===== src/rtl/uart_tx_arbiter_pkg.sv =====
// uart_tx_arbiter_pkg: shared types for the UART TX arbiter slice.
// Byte type, requester ceiling and arbiter FSM state encoding.
package uart_tx_arbiter_pkg;

   typedef logic [7:0] uart_byte_t;

   localparam int UartArbMaxReq = 8;

   typedef enum logic {
      IDLE,
      GRANT
   } uart_arb_state_e;

endpackage


===== src/rtl/uart_tx_arbiter_rr_pick.sv =====
// rr_pick: combinational round-robin picker. Scans i_req starting
// one past i_last; o_gnt is the one-hot winner, o_found if any.
module rr_pick #(
   parameter int N  = 2,
   parameter int IW = (N > 1) ? $clog2(N) : 1
) (
   input  logic [N-1:0]  i_req,
   input  logic [IW-1:0] i_last,
   output logic [N-1:0]  o_gnt,
   output logic          o_found
);

   logic [IW-1:0] w_idx;

   always_comb begin
      o_gnt   = '0;
      o_found = 1'b0;
      w_idx   = '0;
      // k = N wraps back to i_last itself, so it has lowest priority
      for (int k = 1; k <= N; k++) begin
         w_idx = IW'((int'(i_last) + k) % N);
         if (!o_found && i_req[w_idx]) begin
            o_gnt[w_idx] = 1'b1;
            o_found      = 1'b1;
         end
      end
   end

endmodule


===== src/rtl/uart_tx_arbiter.sv =====
// uart_tx_arbiter: packet-granular round-robin share of one UART TX.
// Ports: req_valid_i/req_data_i/req_last_i/req_ready_o per requester;
// uart_d_o/uart_rts_o/uart_next_i to the UART; grant_o, busy_o and
// pkt_done_o as status. Sync active-high reset_i on clk_i.
module uart_tx_arbiter
   import uart_tx_arbiter_pkg::*;
#(
   parameter int NUM_REQ = 2,
   parameter int MAX_PKT = 64
) (
   input  logic                     clk_i,
   input  logic                     reset_i,
   input  logic       [NUM_REQ-1:0] req_valid_i,
   input  uart_byte_t [NUM_REQ-1:0] req_data_i,
   input  logic       [NUM_REQ-1:0] req_last_i,
   output logic       [NUM_REQ-1:0] req_ready_o,
   output uart_byte_t               uart_d_o,
   output logic                     uart_rts_o,
   input  logic                     uart_next_i,
   output logic       [NUM_REQ-1:0] grant_o,
   output logic                     busy_o,
   output logic                     pkt_done_o
);

   localparam int IW = $clog2(NUM_REQ);
   localparam logic [7:0] MaxCnt = 8'(MAX_PKT);

   uart_arb_state_e r_state;
   uart_arb_state_e w_next_state;

   logic [NUM_REQ-1:0] r_grant;
   logic [IW-1:0]      r_last_grant;
   logic               r_buf_valid;
   uart_byte_t         r_buf_data;
   logic [7:0]         r_byte_cnt;
   logic               r_pkt_done;

   logic [NUM_REQ-1:0] w_pick;
   logic               w_found;
   logic [IW-1:0]      w_pick_idx;
   logic               w_own_valid;
   logic               w_own_last;
   uart_byte_t         w_own_data;
   logic               w_rdy;
   logic               w_accept;
   logic               w_release;

   rr_pick #(
      .N  (NUM_REQ),
      .IW (IW)
   ) u_pick (
      .i_req   (req_valid_i),
      .i_last  (r_last_grant),
      .o_gnt   (w_pick),
      .o_found (w_found)
   );

   always_comb begin
      w_pick_idx = '0;
      for (int i = 0; i < NUM_REQ; i++) begin
         if (w_pick[i]) begin
            w_pick_idx = IW'(i);
         end
      end
   end

   // Last winner doubles as the current owner while in GRANT
   assign w_own_valid = req_valid_i[r_last_grant];
   assign w_own_last  = req_last_i[r_last_grant];
   assign w_own_data  = req_data_i[r_last_grant];

   always_ff @(posedge clk_i) begin
      if (reset_i) begin
         r_state <= IDLE;
      end else begin
         r_state <= w_next_state;
      end
   end

   always_comb begin
      w_next_state = r_state;
      w_rdy        = 1'b0;
      w_accept     = 1'b0;
      w_release    = 1'b0;
      unique case (r_state)
         IDLE: begin
            if (w_found) begin
               w_next_state = GRANT;
            end
         end
         GRANT: begin
            // Slot frees up in the same cycle the UART drains it
            w_rdy     = !r_buf_valid || uart_next_i;
            w_accept  = w_rdy && w_own_valid;
            w_release = w_accept &&
                        (w_own_last ||
                         (r_byte_cnt + 8'd1 == MaxCnt));
            if (w_release) begin
               w_next_state = IDLE;
            end
         end
         default: w_next_state = IDLE;
      endcase
   end

   always_ff @(posedge clk_i) begin
      if (reset_i) begin
         r_grant      <= '0;
         r_last_grant <= IW'(NUM_REQ - 1);
         r_buf_valid  <= 1'b0;
         r_buf_data   <= '0;
         r_byte_cnt   <= '0;
         r_pkt_done   <= 1'b0;
      end else begin
         r_pkt_done <= w_release;

         if (r_state == IDLE && w_found) begin
            r_grant      <= w_pick;
            r_last_grant <= w_pick_idx;
         end else if (w_release) begin
            r_grant <= '0;
         end

         // next with an empty buffer is ignored: clearing is a no-op
         if (w_accept) begin
            r_buf_data  <= w_own_data;
            r_buf_valid <= 1'b1;
         end else if (uart_next_i) begin
            r_buf_valid <= 1'b0;
         end

         if (w_release) begin
            r_byte_cnt <= '0;
         end else if (w_accept) begin
            r_byte_cnt <= r_byte_cnt + 8'd1;
         end
      end
   end

   assign req_ready_o = w_rdy ? r_grant : '0;
   assign grant_o     = r_grant;
   assign uart_rts_o  = r_buf_valid;
   assign uart_d_o    = r_buf_data;
   assign busy_o      = (r_state == GRANT) || r_buf_valid;
   assign pkt_done_o  = r_pkt_done;

endmodule


===== config.mk =====
export PLATFORM = sky130hd
export DESIGN_NAME = uart_tx_arbiter
export DESIGN_NICKNAME = d
export VERILOG_FILES = /design/src/rtl/uart_tx_arbiter_pkg.sv /design/src/rtl/uart_tx_arbiter_rr_pick.sv /design/src/rtl/uart_tx_arbiter.sv
export SDC_FILE = /design/constraint.sdc
export NUM_CORES = 1
export LEC_CHECK = 0
export CELL_PAD_IN_SITES_DETAIL_PLACEMENT = 0
export CELL_PAD_IN_SITES_GLOBAL_PLACEMENT = 1
export CORE_ASPECT_RATIO = 1.4
export CORE_MARGIN = 3
export CORE_UTILIZATION = 31
export DETAILED_ROUTE_END_ITERATION = 6
export PLACE_DENSITY_LB_ADDON = 0.15
export SYNTH_ARGS = -nofsm -noshare
export SYNTH_HDL_FRONTEND = slang
export SYNTH_SLANG_ARGS = --single-unit

===== constraint.sdc =====
create_clock -name clk_i -period 2.1 [get_ports clk_i]
set_input_delay 0.315 -clock clk_i [delete_from_list [all_inputs] [get_ports clk_i]]
set_output_delay 0.315 -clock clk_i [all_outputs]
set_load 0.05 [all_outputs]

==> results.sh, run 1 <==
export IMPL_yosysSeqAreaShare_pct=43.9
export IMPL_holdCritPathClass="reg2reg"
export IMPL_synthCells=115
export IMPL_post_place_ws_ns=0.0325
export IMPL_fin_nets=186
export IMPL_synth_edff_count=0
export IMPL_slew_headroom_pct=65.8
export IMPL_ff2ff_path_depth=5
export IMPL_route_vias_total=982
export IMPL_cp_depth=2
export IMPL_rsz0062_at_grt="false"
export IMPL_grt_max_degree=14
export IMPL_grtUsageMet3_pct=2.64
export IMPL_final_common_cell="clkdlybuf4s50_1"
export IMPL_avgSynthCellArea_um2=8.73
export IMPL_power_density_nw_per_um2=726
export IMPL_syn2layout_area_growth_pct=56.5
export IMPL_setup_worst_path_class="reg2out"
export IMPL_final_antenna_net_count=0
export IMPL_wire_per_inst_um=12.2
export IMPL_coreArea_um2=2990
export IMPL_syn_cell_area_um2=1000
export IMPL_synth_seq_cells=22
export IMPL_synthFlopType="dfxtp_1"
export IMPL_crit_family="buffers and inverters"
export IMPL_syn_nets=139
export IMPL_fin_crit_ns=1.99
export IMPL_cts_tree="built"
export IMPL_worstSetupStartpoint="r_state"
export IMPL_gp_congestion=0.740
export IMPL_synth_distinct_cells=31
export IMPL_max_cap_viol_count=0
export IMPL_cp_end_kind="output pin"
export IMPL_vias_per_cell=4.96
export IMPL_drc=0
export IMPL_grt_pass1_wl_um=3950
export IMPL_r2r_start="r_byte_cnt[2]"
export IMPL_status="finished clean"
export IMPL_diodes=0
export IMPL_globalRouteMet2Util_pct=23.0
export IMPL_skew_ns=0.00925
export IMPL_drtPass1Iterations=4
export IMPL_fin_cells=198
export IMPL_overflow=0
export IMPL_grt_pass1_vias=963
export IMPL_rows=23
export IMPL_dp_hpwl_um=1910
export IMPL_fin_ws_ns=0.108
export IMPL_numCtsBuffers=3
export IMPL_fmax_mhz=502
export IMPL_grt_antenna_before_repair=0
export IMPL_drt_total_wl_um=2410
export IMPL_initial_core_util_pct=33.5
export IMPL_placed_area_um2=1500
export IMPL_postLayoutCellArea_um2=1570
export IMPL_hold_violations=0
export IMPL_ys_warn_count=0
export IMPL_port_buffers=37
export IMPL_cts_max_level=1
export IMPL_rrSetupSlack_ns=0.27
export IMPL_tightest_slew_ns=0.512
export IMPL_clockRootBuffer="clkbuf_8"
export IMPL_ir_worst_vdd_mv=0.420
export IMPL_cts_sinks=22
export IMPL_path_buf_inv=1
export IMPL_setup_tns_ns=0
export IMPL_async_flop_share_pct=0
export IMPL_cts_hold_buf=0
export IMPL_path_clk_slew_ns=0.08
export IMPL_post_cts_resized=0
export IMPL_clock_latency_ns=0.26
export IMPL_dieArea_um2=3970
export IMPL_n_fill_cell=314
export IMPL_drive_gt1_share_pct=11.8
export IMPL_slowest_stage="clkdlybuf4s50_1"
export IMPL_setup_violations=0
export IMPL_leakagePower_nw=0.627
export IMPL_worstPathRequired_ns=1.78
export IMPL_busiest_layer="met2"
export IMPL_crit_end="busy_o"
export IMPL_grt_use_total_pct=13.2
export IMPL_whs_ns=0.475
export IMPL_cts_max_path_buffers=2
export IMPL_final_cell_mix="clkdlybuf4s50_1 (35), dfxtp_1 (22), nor2_1 (18), buf_4 (11), nand2_1 (10)"
export IMPL_critPathMaxStageDelay_ns=0.78
export IMPL_crit_chain="or2_2 > clkdlybuf4s50_1"
export IMPL_critPathLaunchType="flip-flop"
export IMPL_slew_viol_final=0
export IMPL_critical_path_arrival_ns=1.68
export IMPL_placed_cells=194
export IMPL_io_pin_count=38
export IMPL_die_x_um=54.1
export IMPL_crit_fanout=10
export IMPL_worst_r2r_endpoint="grant_o[0]"
export IMPL_fin_crit_sh_pct=94.8
export IMPL_drtIter0Drc=18
export IMPL_die_y_um=73.3
export IMPL_post_cts_setup_buffers=0
export IMPL_grt_util_met1_pct=15.3
[cells by family after synthesis]
logic type,share of synthesized area (%)
fa+ha+maj,1.25
compound gates,13.7
buf+inv,2.74
mux,10.2
xor+xnor,5.24
simple gates,22.9
flops,43.9
[sequential cells by signal, indices dropped and copies added, names as in the netlist]
| signal | flops |
|---|---|
| grant_o | 2 |
| r_state | 1 |
| pkt_done_o | 1 |
| r_byte_cnt | 8 |
| uart_d_o | 8 |
| uart_rts_o | 1 |
| r_last_grant | 1 |
[cell usage after synthesis (2+ instances only)]
cell | count | area share, %
nand3_1 | 6 | 3.0
mux2i_1 | 8 | 8.0
nand2_1 | 10 | 3.7
and3_1 | 3 | 1.9
dfxtp_1 | 22 | 44
a21oi_1 | 5 | 2.5
xor2_1 | 2 | 1.7
clkbuf_1 | 4 | 1.5
o21ai_1 | 2 | 1.0
a211oi_1 | 8 | 6.0
nor2_1 | 18 | 6.7
xnor2_1 | 4 | 3.5
nand2b_1 | 4 | 2.5
nor3_1 | 2 | 1.0
[cell type report]
type / count / area (um2) / area share, %
clock buffer: 3 / 41.3 / 2.63
clock inverter: 1 / 30.0 / 1.91
inverter: 1 / 3.75 / 0.239
multi-input combinational: 86 / 536 / 34.1
sequential: 22 / 440 / 28.0
tap: 37 / 46.3 / 2.95
timing repair buffer: 48 / 473 / 30.1
[worst min-delay path: stages, from the launching register on]
cell and delay (ns):
dfxtp_1 0.33, nand2_1 0.06, o21ai_1 0.05
[metrics by stage]
stage | utilization (%) | power (mW)
6_report | 52.5 | 1.14
5_1_grt | 52.5 | 1.19
4_1_cts | 52.5 | 1.15
3_5_place_dp | 50.1 | 0.757
3_3_place_gp | 50.1 | 0.753
2_1_floorplan | - | 0.631
[per-layer routing]
metal	wire length [um]	vias up	part of all wire, %
li1	-	494	-
met4	27	0	1.1
met1	1020	447	42
met3	157	4	6.5
met2	1210	37	50
met5	0	-	0
[how the worst min path moves through the flow]
stage                     from  cells after the start  slack [ns]           end
finish              grant_o[1]                      2        0.48    grant_o[1]
global route        grant_o[0]                      2        0.50    grant_o[0]
CTS                 grant_o[1]                      2        0.48    grant_o[1]
detailed placement  grant_o[1]                      2        0.47    grant_o[1]
global placement    grant_o[1]                      2        0.45    grant_o[1]
floorplan              reset_i                      1        0.41  r_last_grant
[report_power, final]
group          switching (mW)  total (mW)  internal (mW)  leakage, nW
logic                   0.154       0.285          0.131        0.411
registers              0.0176       0.460          0.442        0.180
clock network           0.140       0.394          0.255       0.0357
total                   0.312        1.14          0.828        0.627
No activity file was read; power rests on OpenSTA's default activity.
==> run 2, diff against run 1 <==
--- a/config.mk
+++ b/config.mk
@@ -12,6 +12,7 @@
 export CORE_UTILIZATION = 31
 export DETAILED_ROUTE_END_ITERATION = 6
 export PLACE_DENSITY_LB_ADDON = 0.15
+export SLEW_MARGIN = 20
 export SYNTH_ARGS = -nofsm -noshare
 export SYNTH_HDL_FRONTEND = slang
 export SYNTH_SLANG_ARGS = --single-unit
==> results of run 2 <==
The final DEF is identical to that of run 1; final timing and power are the same.
==> run 3, diff against run 2 <==
--- a/config.mk
+++ b/config.mk
@@ -12,7 +12,7 @@
 export CORE_UTILIZATION = 31
 export DETAILED_ROUTE_END_ITERATION = 6
 export PLACE_DENSITY_LB_ADDON = 0.15
-export SLEW_MARGIN = 20
+export REMOVE_ABC_BUFFERS = 1
 export SYNTH_ARGS = -nofsm -noshare
 export SYNTH_HDL_FRONTEND = slang
 export SYNTH_SLANG_ARGS = --single-unit
==> run 3 against run 2 <==
Net effect:
- non-clock buffer count is 3 lower
- via count down 2.5%
- wire length increased by 1.3%
- sequential share of layout area rose by 0.97 points
- global-route usage is 1.5 points higher
- die area did not move
- first-iteration DRC count increased by 39%
- critical path type unchanged
==> results.sh, run 3 (synthesis gave the netlist of run 1 again) <==
export IMPL_post_cts_resized=0
export IMPL_overflow=0
export IMPL_tightest_slew_ns=0.509
export IMPL_setup_violations=0
export IMPL_power_density_nw_per_um2=654
export IMPL_cts_tree="built"
export IMPL_grt_antenna_before_repair=0
export IMPL_drt_total_wl_um=2440
export IMPL_fin_crit_ns=2.00
export IMPL_critical_path_arrival_ns=1.68
export IMPL_clock_latency_ns=0.25
export IMPL_whs_ns=0.467
export IMPL_worstPathRequired_ns=1.78
export IMPL_setup_tns_ns=0
export IMPL_grt_max_degree=23
export IMPL_n_fill_cell=304
export IMPL_fin_cells=194
export IMPL_clockRootBuffer="clkbuf_8"
export IMPL_numCtsBuffers=3
export IMPL_crit_fanout=10
export IMPL_placed_area_um2=1480
export IMPL_max_cap_viol_count=0
export IMPL_drtIter0Drc=25
export IMPL_drive_gt1_share_pct=9.55
export IMPL_final_common_cell="clkdlybuf4s50_1"
export IMPL_cts_sinks=22
export IMPL_die_x_um=54.1
export IMPL_post_cts_setup_buffers=0
export IMPL_fin_nets=183
export IMPL_setup_worst_path_class="reg2out"
export IMPL_critPathLaunchType="flip-flop"
export IMPL_slew_viol_final=0
export IMPL_placed_cells=191
export IMPL_skew_ns=0.00172
export IMPL_rows=23
export IMPL_wire_per_inst_um=12.6
export IMPL_io_pin_count=38
export IMPL_coreArea_um2=2990
export IMPL_slew_headroom_pct=66.0
export IMPL_fin_crit_sh_pct=95.1
export IMPL_syn2layout_area_growth_pct=51.2
export IMPL_dp_hpwl_um=1990
export IMPL_route_vias_total=957
export IMPL_rrSetupSlack_ns=0.28
export IMPL_hold_violations=0
export IMPL_initial_core_util_pct=33.5
export IMPL_drtPass1Iterations=4
export IMPL_port_buffers=37
export IMPL_holdCritPathClass="reg2reg"
export IMPL_final_antenna_net_count=0
export IMPL_diodes=0
export IMPL_cp_end_kind="output pin"
export IMPL_status="finished clean"
export IMPL_gp_congestion=0.765
export IMPL_fin_util_pct=50.7
export IMPL_cts_hold_buf=0
export IMPL_vias_per_cell=4.93
export IMPL_cts_max_path_buffers=2
export IMPL_die_y_um=73.3
export IMPL_fmax_mhz=501
export IMPL_dieArea_um2=3970
export IMPL_cts_max_level=1
export IMPL_grt_use_total_pct=14.6
export IMPL_path_clk_slew_ns=0.07
export IMPL_ir_worst_vdd_mv=0.434
export IMPL_drc=0
export IMPL_grt_pass1_vias=983
export IMPL_rsz0062_at_grt="false"
export IMPL_grt_pass1_wl_um=4220
export IMPL_postLayoutCellArea_um2=1520
export IMPL_leakagePower_nw=0.598
export IMPL_final_cell_mix="clkdlybuf4s50_1 (35), dfxtp_1 (22), nor2_1 (18), nand2_1 (10)"
[run 3: cell types whose count changed in the layout (fill, tap and decap cells not counted), sizes merged]
cell	previous run	this run
bufinv	1	0
buf	13	10
[run 3: worst max-delay path: stages (launching register included)]
cell and delay, ns:
dfxtp_1 0.47, or2_2 0.16, clkdlybuf4s50_1 0.79
[run 3: path summary, 6_finish.rpt]
kind	start	end	cells after the start
max	r_state	busy_o	2
min	grant_o[0]	grant_o[0]	2
max reg2reg	r_byte_cnt[2]	grant_o[1]	5
min reg2reg	grant_o[0]	grant_o[0]	2
[run 3: power by group]
part / switching [mW] / internal (mW) / leakage, nW / total, mW
registers: 0.0191 / 0.442 / 0.180 / 0.461
logic: 0.152 / 0.127 / 0.396 / 0.280
clock network: 0.123 / 0.128 / 0.0216 / 0.251
[run 3: per-layer routing]
| layer | track usage [%] | wire (um) |
|---|---|---|
| met2 | 25.6 | 1310 |
| met5 | 0 | 0 |
| met4 | 7.48 | 53 |
| met1 | 15.8 | 952 |
| met3 | 3.45 | 128 |
[run 3: final cells by class]
class                      count  area [um2]  area share (%)
inverter                       1        3.75           0.247
clock buffer                   3        41.3            2.72
sequential                    22         440            29.0
tap                           37        46.3            3.05
multi-input combinational     86         536            35.3
timing repair buffer          45         450            29.7
[run 3: per-stage QoR]
step,setup WS [ns],total power [mW]
after global placement,0.101,0.751
after CTS,0.0726,1.01
after detailed placement,0.0527,0.754
after global routing,0.00623,1.05
after floorplan,-0.152,0.625
final,0.103,0.992
